<file path="config.mk">
export PLATFORM = sky130hd
export DESIGN_NAME = pkt_prio_sched_flat
export DESIGN_NICKNAME = d
export VERILOG_FILES = /design/src/rtl/pkt_prio_sched_if.sv /design/src/rtl/pkt_prio_sched.sv /design/src/flat_wrapper.sv
export SDC_FILE = /design/constraint.sdc
export NUM_CORES = 1
export LEC_CHECK = 0
export CORE_UTILIZATION = 61
export DETAILED_ROUTE_END_ITERATION = 16
export PLACE_DENSITY = 0.77
export REMOVE_ABC_BUFFERS = 1
export SYNTH_ARGS = -nofsm -noshare
export SYNTH_HDL_FRONTEND = slang
export SYNTH_SLANG_ARGS = --single-unit
</file>
<file path="constraint.sdc">
create_clock -name clk -period 9.8 [get_ports clk]
set_input_delay 1.96 -clock clk [delete_from_list [all_inputs] [get_ports clk]]
set_output_delay 1.96 -clock clk [all_outputs]
set_load 0.005 [all_outputs]
</file>
<file path="src/rtl/pkt_prio_sched_if.sv">
// Input beat stream and output valid/ready stream of the priority scheduler.
// slave: scheduler side; master: producer/consumer side.
interface pkt_prio_sched_if #(
  parameter int DWIDTH      = 32,
  parameter int PRIOR_WIDTH = 6
);
  logic                   in_valid;
  logic [DWIDTH-1:0]      in_data;
  logic [PRIOR_WIDTH-1:0] in_prior;
  logic                   out_valid;
  logic                   out_ready;
  logic [DWIDTH-1:0]      out_data;
  logic [PRIOR_WIDTH-1:0] out_prior;

  modport slave (
    input  in_valid, in_data, in_prior, out_ready,
    output out_valid, out_data, out_prior
  );

  modport master (
    output in_valid, in_data, in_prior, out_ready,
    input  out_valid, out_data, out_prior
  );
endinterface

</file>
<file path="src/rtl/pkt_prio_sched.sv">
// Per-priority FIFOs drained in strict priority order (1 = highest).
// Ports: clk, rst (async high), bus (in beats / out stream), q_nonempty, drop counters.
module pkt_prio_sched #(
  parameter int DWIDTH      = 32,
  parameter int PRIOR_WIDTH = 6,
  parameter int SLOT_SIZE   = 8,
  parameter int QDEPTH      = 4,
  parameter int CNT_WIDTH   = 16
) (
  input  logic                 clk,
  input  logic                 rst,
  pkt_prio_sched_if.slave      bus,
  output logic [SLOT_SIZE-2:0] q_nonempty,
  output logic [CNT_WIDTH-1:0] drop_full_cnt,
  output logic [CNT_WIDTH-1:0] drop_prio_cnt
);
  localparam int NQ = SLOT_SIZE - 1;
  localparam int AW = $clog2(QDEPTH);
  localparam int CW = AW + 1;
  localparam logic [CW-1:0] FULL = CW'(QDEPTH);

  logic [DWIDTH-1:0] mem_q [NQ][QDEPTH];
  logic [AW-1:0]     head_q [NQ];
  logic [AW-1:0]     head_d [NQ];
  logic [AW-1:0]     tail_q [NQ];
  logic [AW-1:0]     tail_d [NQ];
  logic [CW-1:0]     cnt_q  [NQ];
  logic [CW-1:0]     cnt_d  [NQ];

  logic [NQ-1:0] push, pop, nonempty_d, nonempty_q;
  logic          prio_ok, hit, hit_full, load, found;

  logic                   out_valid_q, out_valid_d;
  logic [DWIDTH-1:0]      out_data_q, out_data_d;
  logic [PRIOR_WIDTH-1:0] out_prior_q, out_prior_d;
  logic [CNT_WIDTH-1:0]   dfull_q, dfull_d;
  logic [CNT_WIDTH-1:0]   dprio_q, dprio_d;

  always_comb begin
    push        = '0;
    pop         = '0;
    nonempty_d  = '0;
    hit         = 1'b0;
    hit_full    = 1'b0;
    found       = 1'b0;
    out_valid_d = out_valid_q;
    out_data_d  = out_data_q;
    out_prior_d = out_prior_q;
    dfull_d     = dfull_q;
    dprio_d     = dprio_q;

    prio_ok = (bus.in_prior != '0) &&
              (32'(bus.in_prior) < 32'(SLOT_SIZE));

    // Fullness is judged on the pre-edge count only.
    for (int k = 0; k < NQ; k++) begin
      hit = bus.in_valid && prio_ok &&
            (bus.in_prior == PRIOR_WIDTH'(k + 1));
      push[k] = hit && (cnt_q[k] != FULL);
      if (hit && (cnt_q[k] == FULL)) hit_full = 1'b1;
    end

    load = !out_valid_q || bus.out_ready;

    // Lowest index wins; freshly pushed beats are not yet counted.
    for (int k = 0; k < NQ; k++) begin
      if (load && !found && (cnt_q[k] != '0)) begin
        pop[k]      = 1'b1;
        found       = 1'b1;
        out_data_d  = mem_q[k][head_q[k]];
        out_prior_d = PRIOR_WIDTH'(k + 1);
      end
    end
    if (load) out_valid_d = found;

    for (int k = 0; k < NQ; k++) begin
      head_d[k]     = head_q[k] + AW'(pop[k]);
      tail_d[k]     = tail_q[k] + AW'(push[k]);
      cnt_d[k]      = cnt_q[k] + CW'(push[k]) - CW'(pop[k]);
      nonempty_d[k] = (cnt_d[k] != '0);
    end

    if (hit_full && (dfull_q != '1)) dfull_d = dfull_q + 1'b1;
    if (bus.in_valid && !prio_ok && (dprio_q != '1))
      dprio_d = dprio_q + 1'b1;
  end

  always_ff @(posedge clk or posedge rst) begin
    if (rst) begin
      for (int k = 0; k < NQ; k++) begin
        head_q[k] <= '0;
        tail_q[k] <= '0;
        cnt_q[k]  <= '0;
      end
      nonempty_q  <= '0;
      out_valid_q <= 1'b0;
      out_data_q  <= '0;
      out_prior_q <= '0;
      dfull_q     <= '0;
      dprio_q     <= '0;
    end else begin
      for (int k = 0; k < NQ; k++) begin
        head_q[k] <= head_d[k];
        tail_q[k] <= tail_d[k];
        cnt_q[k]  <= cnt_d[k];
      end
      nonempty_q  <= nonempty_d;
      out_valid_q <= out_valid_d;
      out_data_q  <= out_data_d;
      out_prior_q <= out_prior_d;
      dfull_q     <= dfull_d;
      dprio_q     <= dprio_d;
    end
  end

  // Storage needs no reset: counts gate every read.
  always_ff @(posedge clk) begin
    for (int k = 0; k < NQ; k++) begin
      if (push[k]) mem_q[k][tail_q[k]] <= bus.in_data;
    end
  end

  assign bus.out_valid  = out_valid_q;
  assign bus.out_data   = out_data_q;
  assign bus.out_prior  = out_prior_q;
  assign q_nonempty     = nonempty_q;
  assign drop_full_cnt  = dfull_q;
  assign drop_prio_cnt  = dprio_q;
endmodule

</file>
<file path="src/flat_wrapper.sv">
// flat-port wrapper written by rule: the top's interface ports become plain ports
module pkt_prio_sched_flat 
#(
  parameter int DWIDTH      = 32,
  parameter int PRIOR_WIDTH = 6,
  parameter int SLOT_SIZE   = 8,
  parameter int QDEPTH      = 4,
  parameter int CNT_WIDTH   = 16
)
  (clk, rst, q_nonempty, drop_full_cnt, drop_prio_cnt, bus_in_valid, bus_in_data, bus_in_prior, bus_out_ready, bus_out_valid, bus_out_data, bus_out_prior);
  pkt_prio_sched_if #(.DWIDTH(DWIDTH), .PRIOR_WIDTH(PRIOR_WIDTH)) bus_i ();
  input  logic clk;
  input  logic rst;
  output logic [SLOT_SIZE-2:0] q_nonempty;
  output logic [CNT_WIDTH-1:0] drop_full_cnt;
  output logic [CNT_WIDTH-1:0] drop_prio_cnt;
  input wire logic [$bits(bus_i.in_valid)-1:0] bus_in_valid;
  input wire logic [$bits(bus_i.in_data)-1:0] bus_in_data;
  input wire logic [$bits(bus_i.in_prior)-1:0] bus_in_prior;
  input wire logic [$bits(bus_i.out_ready)-1:0] bus_out_ready;
  output wire logic [$bits(bus_i.out_valid)-1:0] bus_out_valid;
  output wire logic [$bits(bus_i.out_data)-1:0] bus_out_data;
  output wire logic [$bits(bus_i.out_prior)-1:0] bus_out_prior;
  assign bus_i.in_valid = bus_in_valid;
  assign bus_i.in_data = bus_in_data;
  assign bus_i.in_prior = bus_in_prior;
  assign bus_i.out_ready = bus_out_ready;
  assign bus_out_valid = bus_i.out_valid;
  assign bus_out_data = bus_i.out_data;
  assign bus_out_prior = bus_i.out_prior;
  pkt_prio_sched #(.DWIDTH(DWIDTH), .PRIOR_WIDTH(PRIOR_WIDTH), .SLOT_SIZE(SLOT_SIZE), .QDEPTH(QDEPTH), .CNT_WIDTH(CNT_WIDTH)) u_core (.clk(clk), .rst(rst), .bus(bus_i), .q_nonempty(q_nonempty), .drop_full_cnt(drop_full_cnt), .drop_prio_cnt(drop_prio_cnt));
endmodule
</file>
### Word level (Yosys, flattened, before mapping)

Memories as Yosys holds them, arrays and structs flattened.
Index checks and enable logic that the tools add are counted.

| word-level totals | value |
|---|---|
| flip-flop bits (word level) | 127 |
| bits in writable memories | 896 |
| input port bits | 42 |
| output and inout port bits | 78 |
| word-level logic and storage cells | 295 |
| memories | 1 |

| cells by class | value |
|---|---|
| add/sub/neg operators | 30 |
| order comparisons | 22 |
| equal/unequal tests | 23 |
| multiplexer cells | 101 |
| bitwise operators | 14 |
| reductions and logical operators | 77 |

Memories:

| memory | depth | width | read ports | clocked after Yosys merged registers in | write ports | RTL line | RTL |
|---|---|---|---|---|---|---|---|
| u_core.mem_q | 7 | 128 | 7 | 0 | 1 | pkt_prio_sched.sv:22 | `logic [DWIDTH-1:0] mem_q [NQ][QDEPTH];` |

Operators by type and width:

| cell | number |
|---|---|
| 128-bit 2-to-1 mux | 19 |
| 32-bit 2-to-1 mux | 28 |
| 128-bit OR reduction | 6 |
| 32-bit binary-select mux with 2-bit select | 7 |
| 32-bit demux with 2-bit select | 7 |
| 1-bit logical AND | 46 |
| 3-bit greater-or-equal comparator, second input constant | 14 |
| 6-bit 2-to-1 mux | 7 |
| 2-bit NOT with 3-bit output | 14 |
| 3-bit nonzero test | 14 |
| 16-bit by 1-bit adder with 16-bit output, second input constant | 2 |
| 16-bit != test, second input constant | 2 |
| 2-bit by 1-bit adder with 2-bit output | 14 |
| 1-bit 2-to-1 mux | 27 |
| 6-bit by 3-bit equality test with 1-bit output, second input constant | 4 |
| 3-bit by 1-bit adder with 3-bit output | 7 |
| 3-bit equality test, second input constant | 7 |
| 3-bit by 1-bit < comparator with 1-bit output, second input constant | 7 |
| 3-bit != test, second input constant | 7 |
| 3-bit by 1-bit subtractor with 3-bit output | 7 |
| 3-bit 2-to-1 mux | 6 |
| 6-bit by 2-bit equality test with 1-bit output, second input constant | 2 |
| 1-bit logical NOT | 8 |
| 7-bit nonzero test | 1 |
| 4 further kinds | 4 |

### Depth between registers and ports, before layout

Gate-level depths: netlist of run 1.

| depth | value |
|---|---|
| word-level depth | 30 |
| depth in mapped cells | 14 |

### Worst setup path before layout of run 1

OpenSTA, ideal clock, no wires.

| timing | value |
|---|---|
| kind | input port to flip-flop |
| start | input bus_in_prior[3] |
| end | memory u_core.mem_q[3][100] (netlist bit) (enable) |
| data arrival time | 5.614 ns |
| required time | 9.332 ns |
| path slack | 3.717 ns |
| cell stages on the path | 4 |
| buffers on the path | 0 |
| path through | nor3_1 > nand3_1 > a2111oi_0 > nor3b_1 |

| on the way | value |
|---|---|
| word-level cells in the longest chain between the ends | 14 |
| elaborated cells on any way between the ends | 57 |
| classes of those cells | order compare (1); eq/ne (7); mux (26); reduce/logical (23) |

Ends and longest elaborated chain:

| element | RTL line | RTL |
|---|---|---|
| from (decl) | flat_wrapper.sv:19 | `input wire logic [$bits(bus_i.in_prior)-1:0] bus_in_prior;` |
| 6-bit by 4-bit < comparator with 1-bit output or 6-bit nonzero test (tied branches) | pkt_prio_sched.sv:53, pkt_prio_sched.sv:52 |  |
| 1-bit logical AND | pkt_prio_sched.sv:52 | `prio_ok = (bus.in_prior != '0) &&` |
| 1-bit logical AND (2 in a row) | pkt_prio_sched.sv:57 | `hit = bus.in_valid && prio_ok &&` |
| 1-bit logical AND | pkt_prio_sched.sv:59 | `push[k] = hit && (cnt_q[k] != FULL);` |
| 1-bit 2-to-1 mux | pkt_prio_sched.sv:119 | `if (push[k]) mem_q[k][tail_q[k]] <= bus.in_data;` |
| 128-bit 2-to-1 mux (implied by the code) | pkt_prio_sched.sv:119 |  |
| 128-bit OR reduction (no line) | n/a |  |
| 3-bit 2-to-1 mux (no line) or 128-bit 2-to-1 mux (tied branches) (6 in a row) | n/a |  |
| to (decl) | pkt_prio_sched.sv:22 |  |

Several ways; a longest one is shown, not always the timed one.

==> flow_summary_export.csv, run 1 <==
group,metric,value,unit
setup_path,crit_type,"in2reg",
routing,vias_per_cell,6.65,
timing,max_freq,0.195,GHz
synth,synthDistinctLibCells,57,
placed_design,dpl_cell_area,41700,um2
layout,area_growth,13.5,%
global_route,grt_pass1_wl,131000,um
power_and_ir_drop,total_power,10.6,mW
synth,seq_area_frac_synth,76.0,%
layout,fin_area,44800,um2
floorplanning,die_y,256,um
synth,synth_top_area_share,68.2,%
timing,min_period,5.13,ns
routing,drt-wirelength-per-cell,29.0,um
global_route,grt_max_degree,70,
layout,instances_no_fill,3006,
placed_design,pre_cts_slack,4.09,ns
placed_design,hpwl,50300,um
setup_path,start_kind,"primary input",
clocking,insertion_delay,0.65,ns
synth,synthMostInstantiatedCell,"edfxtp_1",
layout,layout-drive-gt1-share,21.3,%
floorplanning,initial_utilization,62.1,%
synth,async_reset_ff_share,12.2,%
routing,finalWirelength,87200,um
global_route,grt_pass1_vias,20480,
synth,synth_area_per_cell,20.4,um2
synth,yosysWarnings,0,
clocking,cts_root_buffer,"clkbuf_16",
timing,post-route-period-util,52.4,%
setup_path,end_kind,"flip-flop",
timing,setup_violations,0,
setup_path,worstPathMaxFanout,36,
setup_path,cp.arrival,5.64,ns
synth,syn_area,39500,um2
synth,synth_common_cells,"896 x edfxtp_1, 224 x mux4_2, 124 x dfrtp_1",
synth,ys.flop_type,"edfxtp_1",
timing,slew_viol_final,0,
routing,drt_iter0_drc,2123,
clocking,clkSinkCount,1020,
routing,vias,20004,
routing,drc,0,
global_route,grt.overflow.total,0,
synth,synth_edf_count,896,
clocking,cts_tree,"done",
run_status,status,"completed",
placed_design,dpl.cell_count,2830,
layout,diodes,0,
routing,ant_nets,0,
synth,synthCells,1932,
clocking,path_clk_slew,0.06,ns
layout,fin_nets,2161,
layout,fillers,3698,
timing,maxSlewHeadroom,15.8,%
clocking,cts_buffer_depth,3,
placed_design,finalWeightedCongestion,0.798,
hold_path,hold_class,"reg2reg",
timing,rsz0062_at_grt,"no",
floorplanning,core-area,63500,um2
power_and_ir_drop,p_leak,14.7,nW
timing,whs,0.493,ns
floorplanning,io_pins,120,
synth,ys_seq_elements,1020,
routing,dr.pass1.iters,5,
flow_run,maxCapViolations,0,
power_and_ir_drop,p_per_area,237,nW/um2
floorplanning,fp.dieW,256,um
placed_design,portBuffers,116,
timing,max_slew.worst_pin.slew,1.26,ns
synth,synth.area.top_cells,"edfxtp_1 68%, mux4_2 13%, dfrtp_1 7.9%",
setup_path,required,10.31,ns
synth,synth_top_area_cell,"edfxtp_1",
clocking,numCtsBuffers,97,
timing,hold_violations,0,
floorplanning,rows,92,
timing,setup_slack,4.67,ns
clocking,cts.htree.levels,3,
clocking,cts_resized,0,
layout,fin_util,70.5,%
clocking,hold_buffers,0,
timing,tns,0,ns
timing,finClkSkew,0.0301,ns
global_route,grt_usage,27.1,%
global_route,antenna_found_initial,0,
clocking,postCtsSetupRepairBufs,0,
floorplanning,die-area,65700,um2
power_and_ir_drop,vdd_drop_max,0.169,mV
## layout make-up
type | count | area [um2] | area share (%)
repair buffers | 156 | 1460 | 3.26
inverters | 33 | 129 | 0.288
clock inverters | 54 | 502 | 1.12
multi-input cells | 775 | 8990 | 20.1
well taps | 846 | 1060 | 2.36
flip-flops and latches | 1020 | 30000 | 67.0
clock buffers | 122 | 2650 | 5.92
## critical path, stage by stage
cell	delay, ns
clkdlybuf4s50_1	0.43
nor2b_1	0.24
nor2_2	0.08
buf_4	0.27
nand4_2	0.12
buf_4	0.43
inv_2	0.42
ha_1	0.41
inv_1	0.04
ha_1	0.21
fa_1	0.40
xnor2_1	0.15
xnor2_1	0.15
or3_1	0.33
## kinds of logic (layout without fill, tap and decap cells)
group / Yosys count / count (layout) / synth area share, %
AO/OA/AOI/OAI: 197 / 197 / 3.46
XOR/XNOR: 57 / 57 / 1.26
adder cells (fa/ha/maj): 36 / 36 / 1.27
buffers and inverters: 139 / 365 / 1.53
flip-flops: 1020 / 1020 / 76.0
multiplexers: 226 / 226 / 12.8
other: 1 / 3 / 0.00950
AND/OR/NAND/NOR: 256 / 256 / 3.59
## cell usage in the layout, fill, tap and decap left out, drive strengths merged, types with 4 or more instances in the layout
cell           instances
nor4                  29
edfxtp               896
nor4b                  6
clkinv                39
ha                    29
xor2                  27
clkbuf               122
buf                   40
clkinvlp               4
fa                     7
nor3                  33
mux4                 224
nand3                 19
a22oi                 10
or3                   15
dfrtp                124
nor3b                  8
nand2                 41
nor2                  53
a211oi                21
a22o                  21
nand4                 11
clkdlybuf4s50        116
a221oi                12
a31oi                 12
o22ai                 54
nor2b                  5
and3                  20
xnor2                 30
bufinv                 9
a21oi                 43
inv                   35
a311o                 11
o21ai                  5
and3b                  8
## sequential cells by signal, summed over array words and instances (netlist names)
signal / cells
u_core.bus.out_prior: 3
u_core.drop_full_cnt: 16
u_core.head_q: 14
u_core.drop_prio_cnt: 16
u_core.mem_q: 896
u_core.bus.out_data: 32
u_core.cnt_q: 21
u_core.bus.out_valid: 1
u_core.tail_q: 14
u_core.q_nonempty: 7
## final timing paths
| kind | from | to | slack, ns | cells past startpoint |
|---|---|---|---|---|
| setup / recovery | bus_out_ready | u_core.q_nonempty[6] | 4.67 | 14 |
| hold / removal | u_core.drop_prio_cnt[6] | u_core.drop_prio_cnt[6] | 0.49 | 1 |
| setup reg to reg | u_core.cnt_q[17] | u_core.q_nonempty[6] | 5.71 | 13 |
| hold reg to reg | u_core.drop_prio_cnt[6] | u_core.drop_prio_cnt[6] | 0.49 | 1 |
| max in group asynchronous | rst | u_core.head_q[2] | 6.69 | 3 |
| min in group asynchronous | rst | u_core.drop_full_cnt[15] | 1.81 | 2 |
## per-layer routing
metal  track usage [%]  wire length, um  vias to the layer above
li1                  -                -                     8282
met1              37.6            33400                    10486
met2              44.2            43800                     1042
met3              4.62             6830                      194
met4              9.66             3150                        0
met5                 0                0                        -
## where the power goes
part	switching (mW)	leakage [nW]	internal (mW)
combinational	0.885	3.57	0.865
clock	1.56	1.55	2.15
sequential	0.280	9.55	4.90
total	2.73	14.7	7.91
No activity file was read; power rests on OpenSTA's default activity.
==> inputs of run 2 (changes only) <==
==> constraint.sdc (replaced) <==
create_clock -name clk -period 5.35 [get_ports clk]
set_input_delay 1.07 -clock clk [delete_from_list [all_inputs] [get_ports clk]]
set_output_delay 1.07 -clock clk [all_outputs]
set_load 0.005 [all_outputs]
==> run 2 against run 1 <==
Routed wire length grew 1.4%. Clock skew shrank 0.0038 ns. Sequential power grew 83%. Non-clock buffer count grew 6. Count of clock-buffer cells in the layout grew 6. Sequential share of layout area shrank 0.30 points.
==> flow_summary_export.csv, run 2 (same netlist as run 1, synthesis figures left out) <==
group,metric,value,unit
global_route,grt_pass1_vias,20859,
routing,finalWirelength,88400,um
floorplanning,die_y,256,um
routing,drt_iter0_drc,2593,
layout,largest_register_ffs,896,
setup_path,start_kind,"flip-flop",
power_and_ir_drop,switching_share,25.8,%
layout,fin_nets,2167,
power_and_ir_drop,switching_power,5.08,mW
timing,min_period,3.69,ns
floorplanning,die-area,65700,um2
timing,rsz0062_at_grt,"no",
floorplanning,initial_utilization,62.1,%
timing,post-route-period-util,68.9,%
hold_path,hold_class,"reg2reg",
global_route,grt_usage,27.4,%
power_and_ir_drop,pwr-share-seq,48.1,%
clocking,cts.htree.levels,3,
layout,layout_common_cells,"896 x edfxtp_1, 224 x mux4_2, 117 x dfrtp_1",
clocking,cts_tree,"done",
setup_path,crit_type,"reg2reg",
timing,max_slew.worst_pin.slew,1.24,ns
power_and_ir_drop,vdd_drop_max,0.318,mV
floorplanning,core-area,63500,um2
clocking,clkSinkCount,1020,
routing,vias,20300,
clocking,hold_buffers,0,
setup_path,cpMaxStageDelayCell,"o211ai_4",
floorplanning,rows,92,
global_route,grt_pass1_wl,132000,um
setup_path,critPathMaxStageDelay,0.88,ns
layout,fin_util,70.8,%
power_and_ir_drop,p_per_area,438,nW/um2
floorplanning,io_pins,120,
clocking,numCtsBuffers,97,
layout,fillers,3687,
timing,tns,0,ns
layout,fin_area,45000,um2
timing,finClkSkew,0.0263,ns
timing,max_freq,0.271,GHz
clocking,cts_resized,0,
layout,area_growth,14.0,%
clocking,insertion_delay,0.67,ns
layout,diodes,0,
placed_design,dpl_cell_area,41700,um2
routing,dr.pass1.iters,5,
timing,slew_viol_final,0,
clocking,cts_root_buffer,"clkbuf_16",
routing,drc,0,
global_route,antenna_found_initial,0,
setup_path,end_kind,"flip-flop",
setup_path,cp.arrival,4.27,ns
timing,setup_violations,0,
routing,drt-wirelength-per-cell,29.3,um
flow_run,maxCapViolations,0,
power_and_ir_drop,p_leak,14.8,nW
layout,final_common_cell,"edfxtp_1",
placed_design,finalWeightedCongestion,0.809,
placed_design,hpwl,49600,um
global_route,grt.overflow.total,0,
power_and_ir_drop,internal_power,14.6,mW
routing,vias_per_cell,6.72,
setup_path,worstPathMaxFanout,27,
timing,maxSlewHeadroom,17.2,%
timing,hold_violations,0,
power_and_ir_drop,total_power,19.7,mW
clocking,path_clk_slew,0.06,ns
placed_design,portBuffers,116,
global_route,grt_max_degree,91,
floorplanning,fp.dieW,256,um
setup_path,required,5.93,ns
power_and_ir_drop,p_comb_share,16.3,%
clocking,cts_buffer_depth,3,
power_and_ir_drop,clock_power_share,35.6,%
setup_path,crit_chain,"or3_1 > nor3_4 > nand2_2 > o211ai_4 > buf_4 > o22ai_1 > a21oi_1",
routing,ant_nets,0,
layout,layout-drive-gt1-share,21.7,%
run_status,status,"completed",
clocking,postCtsSetupRepairBufs,0,
run 2: cell count changes in the layout (fill, tap and decap cells not counted), sizes merged:
cell      previous run  this run
clkinvlp             4         7
clkinv              39        35
inv                 35        36
buf                 40        46
clkbuf             122       128
bufinv               9        11
run 2: through the flow:
step | setup WS [ns] | hold WS [ns] | std cells
after floorplan | 0.157 | 0.478 | 1828
after global placement | 1.20 | 0.475 | 2836
after detailed placement | 1.13 | 0.486 | 2836
after CTS | 1.70 | 0.495 | 3020
after global routing | 1.47 | 0.504 | 3020
final | 1.66 | 0.489 | 3020
run 2: final timing paths:
check / start / endpoint / slack (ns) / depth (start not counted)
worst max-delay path: u_core.cnt_q[17] / u_core.bus.out_data[0] / 1.66 / 7
worst max register to register: u_core.cnt_q[17] / u_core.bus.out_data[0] / 1.66 / 7
worst min register to register: u_core.drop_full_cnt[6] / u_core.drop_full_cnt[6] / 0.49 / 1
worst min-delay path: u_core.drop_full_cnt[6] / u_core.drop_full_cnt[6] / 0.49 / 1
min in group asynchronous: rst / u_core.cnt_q[8] / 0.99 / 2
max in group asynchronous: rst / u_core.head_q[2] / 3.24 / 3
run 2: worst max-delay path, delay by kind of cell, from the launching register on:
| kind | cells | cell delay, ns |
|---|---|---|
| buffers and inverters | 1 | 0.43 |
| AND/OR/NAND/NOR | 3 | 1.49 |
| flip-flops | 1 | 0.44 |
| AO/OA/AOI/OAI | 3 | 1.23 |
run 2: power groups by stage:
stage	clock (mW)	combinational (mW)	sequential, mW
global placement	0	3.11	9.60
finish	7.01	3.22	9.47
detailed placement	0	3.20	9.62
floorplan	0	1.72	9.68
CTS	7.07	3.25	9.47
global route	7.36	3.41	9.51
run 2: cell type report:
class | count | area [um2] | share of cell area, %
Sequential cell | 1020 | 30000 | 66.7
Multi-Input combinational cell | 775 | 8990 | 20.0
Clock buffer | 128 | 2650 | 5.90
Timing Repair Buffer | 162 | 1510 | 3.35
Tap cell | 846 | 1060 | 2.35
Clock inverter | 56 | 657 | 1.46
Inverter | 33 | 129 | 0.286
run 2: layer usage:
metal  global-route usage, %  part of all wire, %  up-vias
met5                       0                    0        -
met4                    11.3                  4.1        0
met3                    4.21                  7.7      221
met2                    45.7                   51     1128
met1                    36.8                   37    10656
li1                        -                    -     8295
